===== src/rtl/div_seq_ctrl.sv =====
// Sequencer between ALU-control decode and the unsigned multicycle divider core.
// Feeds magnitudes to the core, applies MIPS sign rules and commits HI/LO.
module div_seq_ctrl #(
  parameter int WIDTH   = 32,
  parameter int TIMEOUT = 40
) (
  input  logic             clk,
  input  logic             reset,
  input  logic             start,
  input  logic             is_signed,
  input  logic [WIDTH-1:0] op_a,
  input  logic [WIDTH-1:0] op_b,
  input  logic             hi_we,
  input  logic             lo_we,
  input  logic [WIDTH-1:0] wdata,
  output logic [WIDTH-1:0] dv_a,
  output logic [WIDTH-1:0] dv_b,
  output logic             dv_init,
  input  logic             dv_stop,
  input  logic             dv_zero,
  input  logic [WIDTH-1:0] dv_rem,
  input  logic [WIDTH-1:0] dv_quo,
  output logic [WIDTH-1:0] hi_out,
  output logic [WIDTH-1:0] lo_out,
  output logic             busy,
  output logic             done,
  output logic             div_zero_exc,
  output logic             timeout_exc
);

  localparam int WD_W = $clog2(TIMEOUT + 1);

  typedef enum logic [2:0] {IDLE, RUN, FIX, WRITE, ERR, DRAIN} state_t;

  state_t state, next_state;

  logic             sa, sb, sa_d, sb_d;
  logic [WIDTH-1:0] quo_r, rem_r, quo_d, rem_d;
  logic [WIDTH-1:0] dv_a_d, dv_b_d, hi_d, lo_d;
  logic [WD_W-1:0]  wd, wd_d;
  logic             dv_init_d, busy_d, done_d, zexc_d, texc_d;
  logic             timeout_hit;

  // True on the RUN cycle whose increment makes the watchdog reach TIMEOUT.
  assign timeout_hit = (wd == WD_W'(TIMEOUT - 1));

  always_ff @(posedge clk) begin
    if (reset) state <= IDLE;
    else       state <= next_state;
  end

  always_comb begin
    next_state = state;
    case (state)
      IDLE:    if (start) next_state = RUN;
      RUN: begin
        if (dv_zero)          next_state = ERR;
        else if (dv_stop)     next_state = FIX;
        else if (timeout_hit) next_state = ERR;
      end
      FIX:     next_state = WRITE;
      WRITE:   next_state = DRAIN;
      ERR:     next_state = DRAIN;
      DRAIN:   next_state = IDLE;
      default: next_state = IDLE;
    endcase
  end

  always_comb begin
    sa_d   = sa;
    sb_d   = sb;
    quo_d  = quo_r;
    rem_d  = rem_r;
    dv_a_d = dv_a;
    dv_b_d = dv_b;
    hi_d   = hi_out;
    lo_d   = lo_out;
    wd_d   = wd;
    done_d = 1'b0;
    zexc_d = 1'b0;
    texc_d = 1'b0;
    case (state)
      IDLE: begin
        if (hi_we) hi_d = wdata;
        if (lo_we) lo_d = wdata;
        if (start) begin
          sa_d   = is_signed & op_a[WIDTH-1];
          sb_d   = is_signed & op_b[WIDTH-1];
          dv_a_d = (is_signed & op_a[WIDTH-1]) ? -op_a : op_a;
          dv_b_d = (is_signed & op_b[WIDTH-1]) ? -op_b : op_b;
          wd_d   = '0;
        end
      end
      RUN: begin
        wd_d   = wd + WD_W'(1);
        zexc_d = dv_zero;
        texc_d = !dv_zero && !dv_stop && timeout_hit;
        if (!dv_zero && dv_stop) begin
          quo_d = dv_quo;
          rem_d = dv_rem;
        end
      end
      // Remainder follows the dividend's sign; quotient is negative on sign mismatch.
      FIX: begin
        quo_d = (sa ^ sb) ? -quo_r : quo_r;
        rem_d = sa ? -rem_r : rem_r;
      end
      WRITE: begin
        hi_d   = rem_r;
        lo_d   = quo_r;
        done_d = 1'b1;
      end
      default: ;
    endcase
    // dv_init drops only in DRAIN so the core can clear its finished state.
    dv_init_d = (next_state == RUN) || (next_state == FIX) ||
                (next_state == WRITE) || (next_state == ERR);
    busy_d    = (next_state != IDLE);
  end

  always_ff @(posedge clk) begin
    if (reset) begin
      sa           <= 1'b0;
      sb           <= 1'b0;
      quo_r        <= '0;
      rem_r        <= '0;
      dv_a         <= '0;
      dv_b         <= '0;
      hi_out       <= '0;
      lo_out       <= '0;
      wd           <= '0;
      dv_init      <= 1'b0;
      busy         <= 1'b0;
      done         <= 1'b0;
      div_zero_exc <= 1'b0;
      timeout_exc  <= 1'b0;
    end else begin
      sa           <= sa_d;
      sb           <= sb_d;
      quo_r        <= quo_d;
      rem_r        <= rem_d;
      dv_a         <= dv_a_d;
      dv_b         <= dv_b_d;
      hi_out       <= hi_d;
      lo_out       <= lo_d;
      wd           <= wd_d;
      dv_init      <= dv_init_d;
      busy         <= busy_d;
      done         <= done_d;
      div_zero_exc <= zexc_d;
      timeout_exc  <= texc_d;
    end
  end

endmodule


===== config.mk =====
export PLATFORM = sky130hd
export DESIGN_NAME = div_seq_ctrl
export DESIGN_NICKNAME = d
export VERILOG_FILES = /design/src/rtl/div_seq_ctrl.sv
export SDC_FILE = /design/constraint.sdc
export NUM_CORES = 1
export LEC_CHECK = 0
export BUFFER_PORTS_ARGS = -buffer_cell sky130_fd_sc_hd__buf_2
export CORE_MARGIN = 4
export CORE_UTILIZATION = 40
export CTS_BUF_LIST = sky130_fd_sc_hd__clkbuf_8
export CTS_CLUSTER_SIZE = 10
export DETAILED_ROUTE_END_ITERATION = 6
export GPL_TIMING_DRIVEN = 0
export SLEW_MARGIN = 30
export SYNTH_ARGS = -nofsm -noshare
export SYNTH_HDL_FRONTEND = slang
export SYNTH_SLANG_ARGS = --single-unit

===== constraint.sdc =====
create_clock -name clk -period 6.75 [get_ports clk]
set_input_delay 0.675 -clock clk [delete_from_list [all_inputs] [get_ports clk]]
set_output_delay 0.675 -clock clk [all_outputs]
set_load 0.05 [all_outputs]

=== After elaboration in Yosys (flattened, before gate mapping) ===
Cells that the tools add are included.
Widths: inputs -> output; s select.

* Shift-type cells: 0
* Equality and inequality tests: 15
* Reduce and logical (&&, ||, !) cells: 21
* $add $sub $neg: 5
* Bitwise operators: 4
* Div/mod/pow operators: 0
* Order comparisons: 0
* Muxes and demuxes: 20
* $mul: 0

{| class="wikitable"
|+ Operator list
! kind !! count
|-
| $mux 32 || 8
|-
| $pmux 32 s2 || 4
|-
| $neg 32->32 || 4
|-
| $eq 3x2->1 const B || 4
|-
| $mux 3 || 4
|-
| $ne 2x2->1 const B || 6
|-
| $pmux 3 s4 || 1
|-
| $pmux 6 s2 || 1
|-
| $reduce_and 2->1 || 4
|-
| $add 6x1->6 const B || 1
|-
| $eq 3x1->1 const B || 2
|-
| $eq 3x3->1 const B || 2
|-
| $eq 6x6->1 const B || 1
|-
| $mux 6 || 1
|-
| $reduce_and 3->1 || 2
|-
| $reduce_bool 2->1 || 3
|-
| $reduce_or 2->1 || 2
|-
| $logic_and 1x1->1 || 3
|-
| $logic_not 3->1 || 1
|-
| $logic_or 1x1->1 || 3
|-
| $reduce_bool 3->1 || 1
|-
| $and 1x1->1 || 2
|-
| $logic_not 1->1 || 2
|-
| $mux 1 || 1
|-
| other kinds (2) || 2
|}

* Memory bits (read-only): 0
* Memories: 0
* Logic and storage cells: 80
* Output and inout port bits: 133
* Memory bits (writable): 0
* Input bits: 168
* Bits in latches: 0
* Flip-flop bits (word level): 208

=== Depth between registers and ports, before layout ===
* Depth after elaboration: 9
* Gate-level depth with buffers: 8
* Mapped depth without buffers: 7

=== Least setup slack after synthesis ===
OpenSTA, ideal clock, no wires.

* Path kind: input to register
* Start: input port op_a[4]
* End: register dv_a[15]
* Library setup time: 0.132 ns
* Setup slack: 4.370 ns
* Arrival time: 2.247 ns
* Stages on the path: 6
* Path buffers: 1
* Required time: 6.618 ns
* Cells stage by stage: or3_1 or4_1 clkbuf_1 o41ai_1 xor2_1 a21oi_1

* Cells in the longest elaborated chain, start to end: 2

{| class="wikitable"
|+ Ends and longest elaborated chain
! what !! RTL line !! RTL
|-
| from (decl) || 11 || <nowiki>input logic [WIDTH-1:0] op_a,</nowiki>
|-
| $neg 32->32 || 89 || <nowiki>dv_a_d = (is_signed & op_a[WIDTH-1]) ? -op_a : op_a;</nowiki>
|-
| $mux 32 || 89 ||
|-
| to (signal assigned) || 142 || <nowiki>dv_a <= dv_a_d;</nowiki>
|-
| to (decl) || 16 || <nowiki>output logic [WIDTH-1:0] dv_a,</nowiki>
|}

No other way between the ends.
A chain may end at the register's enable or synchronous reset.

=== Worst setup path in the final report ===
* Start: register state[2]
* End: register dv_a[3]

* Cells in the longest elaborated chain, start to end: 2

{| class="wikitable"
|+ Ends and longest elaborated chain
! what !! RTL line !! RTL
|-
| from (decl) || 35 || <nowiki>state_t state, next_state;</nowiki>
|-
| from (signal assigned) || 49 || <nowiki>else state <= next_state;</nowiki>
|-
| $logic_not 3->1 || 82 || <nowiki>case (state)</nowiki>
|-
| $reduce_and 2->1 (no source line) || - ||
|}

No other way between the ends.

==> results.json <==
{
  "status": "completed",
  "seqPwrFrac_pct": 39.2,
  "clock_sinks": 208,
  "synth_top_area_share_pct": 38.54,
  "clockRootBuffer": "clkbuf_8",
  "synth_seq_cells": 208,
  "layout_setup_ws_ps": 3705,
  "rr_endpoint": "dv_a[3]",
  "cp.required_ps": 7200,
  "crit_slowest_cell": "nor3_1",
  "cp_top_family": "buffers and inverters",
  "p_comb_share_pct": 26.6,
  "io_buffers": 299,
  "switchingPower_uw": 1279,
  "h-tree-depth": 2,
  "drv_slew": 0,
  "top_usage_layer": "met2",
  "cp-end-kind": "register",
  "postCtsHoldBufs": 0,
  "max-slew-margin-rel_pct": 40.60,
  "grt_pass1_vias": 11380,
  "p_clk_share_pct": 34.2,
  "min_period_ps": 3045,
  "criticalPathCategory": "reg2reg",
  "start_util_pct": 41.12,
  "grt-ovfl-total": 0,
  "diodes": 0,
  "maxCapViolCount": 0,
  "synthArstFlopShare_pct": 0,
  "yosysWarnings": 0,
  "drt-total-wl_um": 43500,
  "n_fill_cell": 2646,
  "swShare_pct": 36.26,
  "cp_common_cell": "clkbuf_1",
  "fmax_ghz": 0.3284,
  "min_to": "rem_r[23]",
  "reg2regPathDepth": 8,
  "dieHeight_um": 172.4,
  "drt_iter0_markers": 874,
  "grt_use_met2_pct": 45.21,
  "grt_setup_unrepaired": "false",
  "fp-row-count": 59,
  "synth_edf_count": 0,
  "final-seq-area_mm2": 0.004164,
  "syn-mean-instance-area_um2": 8.286,
  "routed_via_density": 5.867,
  "track_usage_pct": 28.03,
  "drive_gt1_share_pct": 22.60,
  "startpoint_type": "register",
  "place_hpwl_um": 33170,
  "cts-resized-gates": 0,
  "path_max_fanout": 10,
  "post_cts_buffers": 0,
  "cts_tree": "yes",
  "drc": 0,
  "synth_area_mm2": 0.01081,
  "setup-violations-final": 0,
  "synth_area_leaders": "dfxtp_1 (39%), a211oi_1 (6.3%), mux2i_1 (6.2%)",
  "multi_input_area_mm2": 0.006180,
  "skew_ps": 19.19,
  "p_int_uw": 2248,
  "hp-start": "dv_rem[23]",
  "grt_pass1_wl_um": 65070,
  "min_period_over_period_pct": 45.11,
  "path_cells": "clkbuf_1, nor3_1, and2_1, clkbuf_1, clkbuf_1, buf_1, nor2_1, a211oi_1",
  "die_area_mm2": 0.02971,
  "setup_tns_ps": 0,
  "synth_cells": 1304,
  "grt_max_degree": 11,
  "ios": 301,
  "syn-num-nets": 1477,
  "firstDrtPassIters": 5,
  "worst-path-buf-inv": 4,
  "p_per_area_mw_per_mm2": 261.8,
  "ant_nets": 0,
  "peakVddDrop_v": 0.0001581,
  "whs_path_depth": 3,
  "fp.dieW_um": 172.4,
  "syn_to_final_growth_pct": 24.65,
  "r2r_setup_slack_ps": 3710,
  "ys_seq_area_share_pct": 38.54,
  "p_leak_uw": 0.005726,
  "dpl_worst_slack_ps": 3798,
  "clk_pin_slew_ps": 60,
  "worstPathArrival_ps": 3500,
  "fin_nets": 1816,
  "tightest_slew_ps": 891.0,
  "antenna_found_initial": 6,
  "gp_congestion": 0.9736,
  "use_met3_pct": 8.116,
  "num_vias": 11750,
  "min_path_type": "in2reg",
  "clock_latency_ps": 540,
  "met1_usage_pct": 35.82,
  "synthDistinctLibCells": 67,
  "r2r-start": "state[2]",
  "core_area_mm2": 0.02628,
  "slowest_delay_ps": 610,
  "synth_ff_type": "dfxtp_1",
  "hold_viol_final": 0,
  "wl_per_cell_um": 21.72,
  "yosys.area.top_type": "dfxtp_1",
  "numCtsBuffers": 38,
  "clk_path_buf_depth": 3
}
metal layers:
metal / wire [um] / up-vias / part of all wire, %
li1: - / 5572 / -
met1: 18180 / 5509 / 42
met2: 19520 / 553 / 45
met3: 4187 / 105 / 9.6
met4: 1537 / 12 / 3.5
met5: 76 / - / 0.17
power by group through the flow:
stage	sequential (uW)	combinational (uW)	clock (uW)
2_1_floorplan	1650	387	0
3_3_place_gp	1400	927	0
3_5_place_dp	1410	931	0
4_1_cts	1380	935	1220
5_1_grt	1390	1010	1290
6_report	1380	938	1200
worst min-delay path: cells and delay by family:
family	cells	cell delay, ps
AOI/OAI and AO/OA	1	70
buffers and inverters	1	100
and+or+nand+nor	1	50
placed cells by master, fill, tap and decap left out, types with 10 or more instances in the layout:
cell type	count
clkbuf_1	91
a31oi_1	19
xor2_1	48
o41ai_1	16
inv_1	28
nand4_1	11
o21ai_0	86
nand2_1	67
clkbuf_8	49
a211oi_1	91
a22oi_1	18
o211ai_1	13
nor2_1	158
nor4_1	32
nand3_1	18
nor3_1	45
o22ai_1	12
a21oi_1	76
o31ai_1	20
or3_1	27
xnor2_1	17
and3_1	10
buf_2	305
dfxtp_1	208
mux2i_1	67
cells in the mapped netlist (10+ instances only):
cell type and count:
o211ai_1 13, o41ai_1 16, nand4_1 11, a21oi_1 76
o31ai_1 20, a211oi_1 91, mux2i_1 67, a22oi_1 18
nand2_1 67, inv_1 17, xor2_1 48, dfxtp_1 208
or3_1 27, nand3_1 18, o21ai_0 87, o22ai_1 12
clkbuf_1 91, xnor2_1 17, nor4_1 32, a31oi_1 19
and3_1 10, nor3_1 45, nor2_1 158
cell type report:
class                      count  share of cell area (%)
buffer                       104                   2.954
clock buffer                  49                   5.007
sequential                   208                   30.91
timing repair buffer         299                   11.11
tap                          335                   3.112
clock inverter                16                  0.5481
multi-input combinational    975                   45.88
inverter                      17                  0.4738
state kept, by name, summed over array words and instances (netlist names), 3 cells and up:
signal	flops
wd	6
hi_out	32
state	3
quo_r	32
dv_b	32
dv_a	32
lo_out	32
rem_r	32
how the worst max path moves through the flow:
stage | from | end | slack (ps) | depth (start not counted)
finish | state[2] | dv_a[3] | 3710 | 8
global route | state[2] | dv_a[2] | 3530 | 8
floorplan | op_a[4] | dv_a[15] | 4370 | 6
detailed placement | state[2] | dv_b[4] | 3800 | 8
CTS | state[2] | dv_a[3] | 3810 | 8
global placement | dv_zero | rem_r[12] | 3690 | 7
metrics by stage:
| step | total power (uW) | utilization (%) | instances | instance area [um2] | hold WS, ps |
|---|---|---|---|---|---|
| after global placement | 2332 | 48.41 | 1938 | 12720 | 461.0 |
| after floorplan | 2041 | - | 1304 | 10810 | 453.5 |
| after global routing | 3686 | 51.25 | 2003 | 13470 | 386.7 |
| final | 3526 | 51.25 | 2003 | 13470 | 391.3 |
| after CTS | 3536 | 51.25 | 2003 | 13470 | 374.4 |
| after detailed placement | 2336 | 48.41 | 1938 | 12720 | 464.1 |
logic make-up after synthesis:
kind of cell / after synthesis / synth area share [%]
XOR/XNOR: 65 / 5.269
buffers and inverters: 121 / 4.273
adder cells (fa/ha/maj): 5 / 0.5790
AO/OA/AOI/OAI: 409 / 25.24
multiplexers: 68 / 6.311
AND/OR/NAND/NOR: 428 / 19.79
flip-flops: 208 / 38.54
No activity file was read; power rests on OpenSTA's default activity.
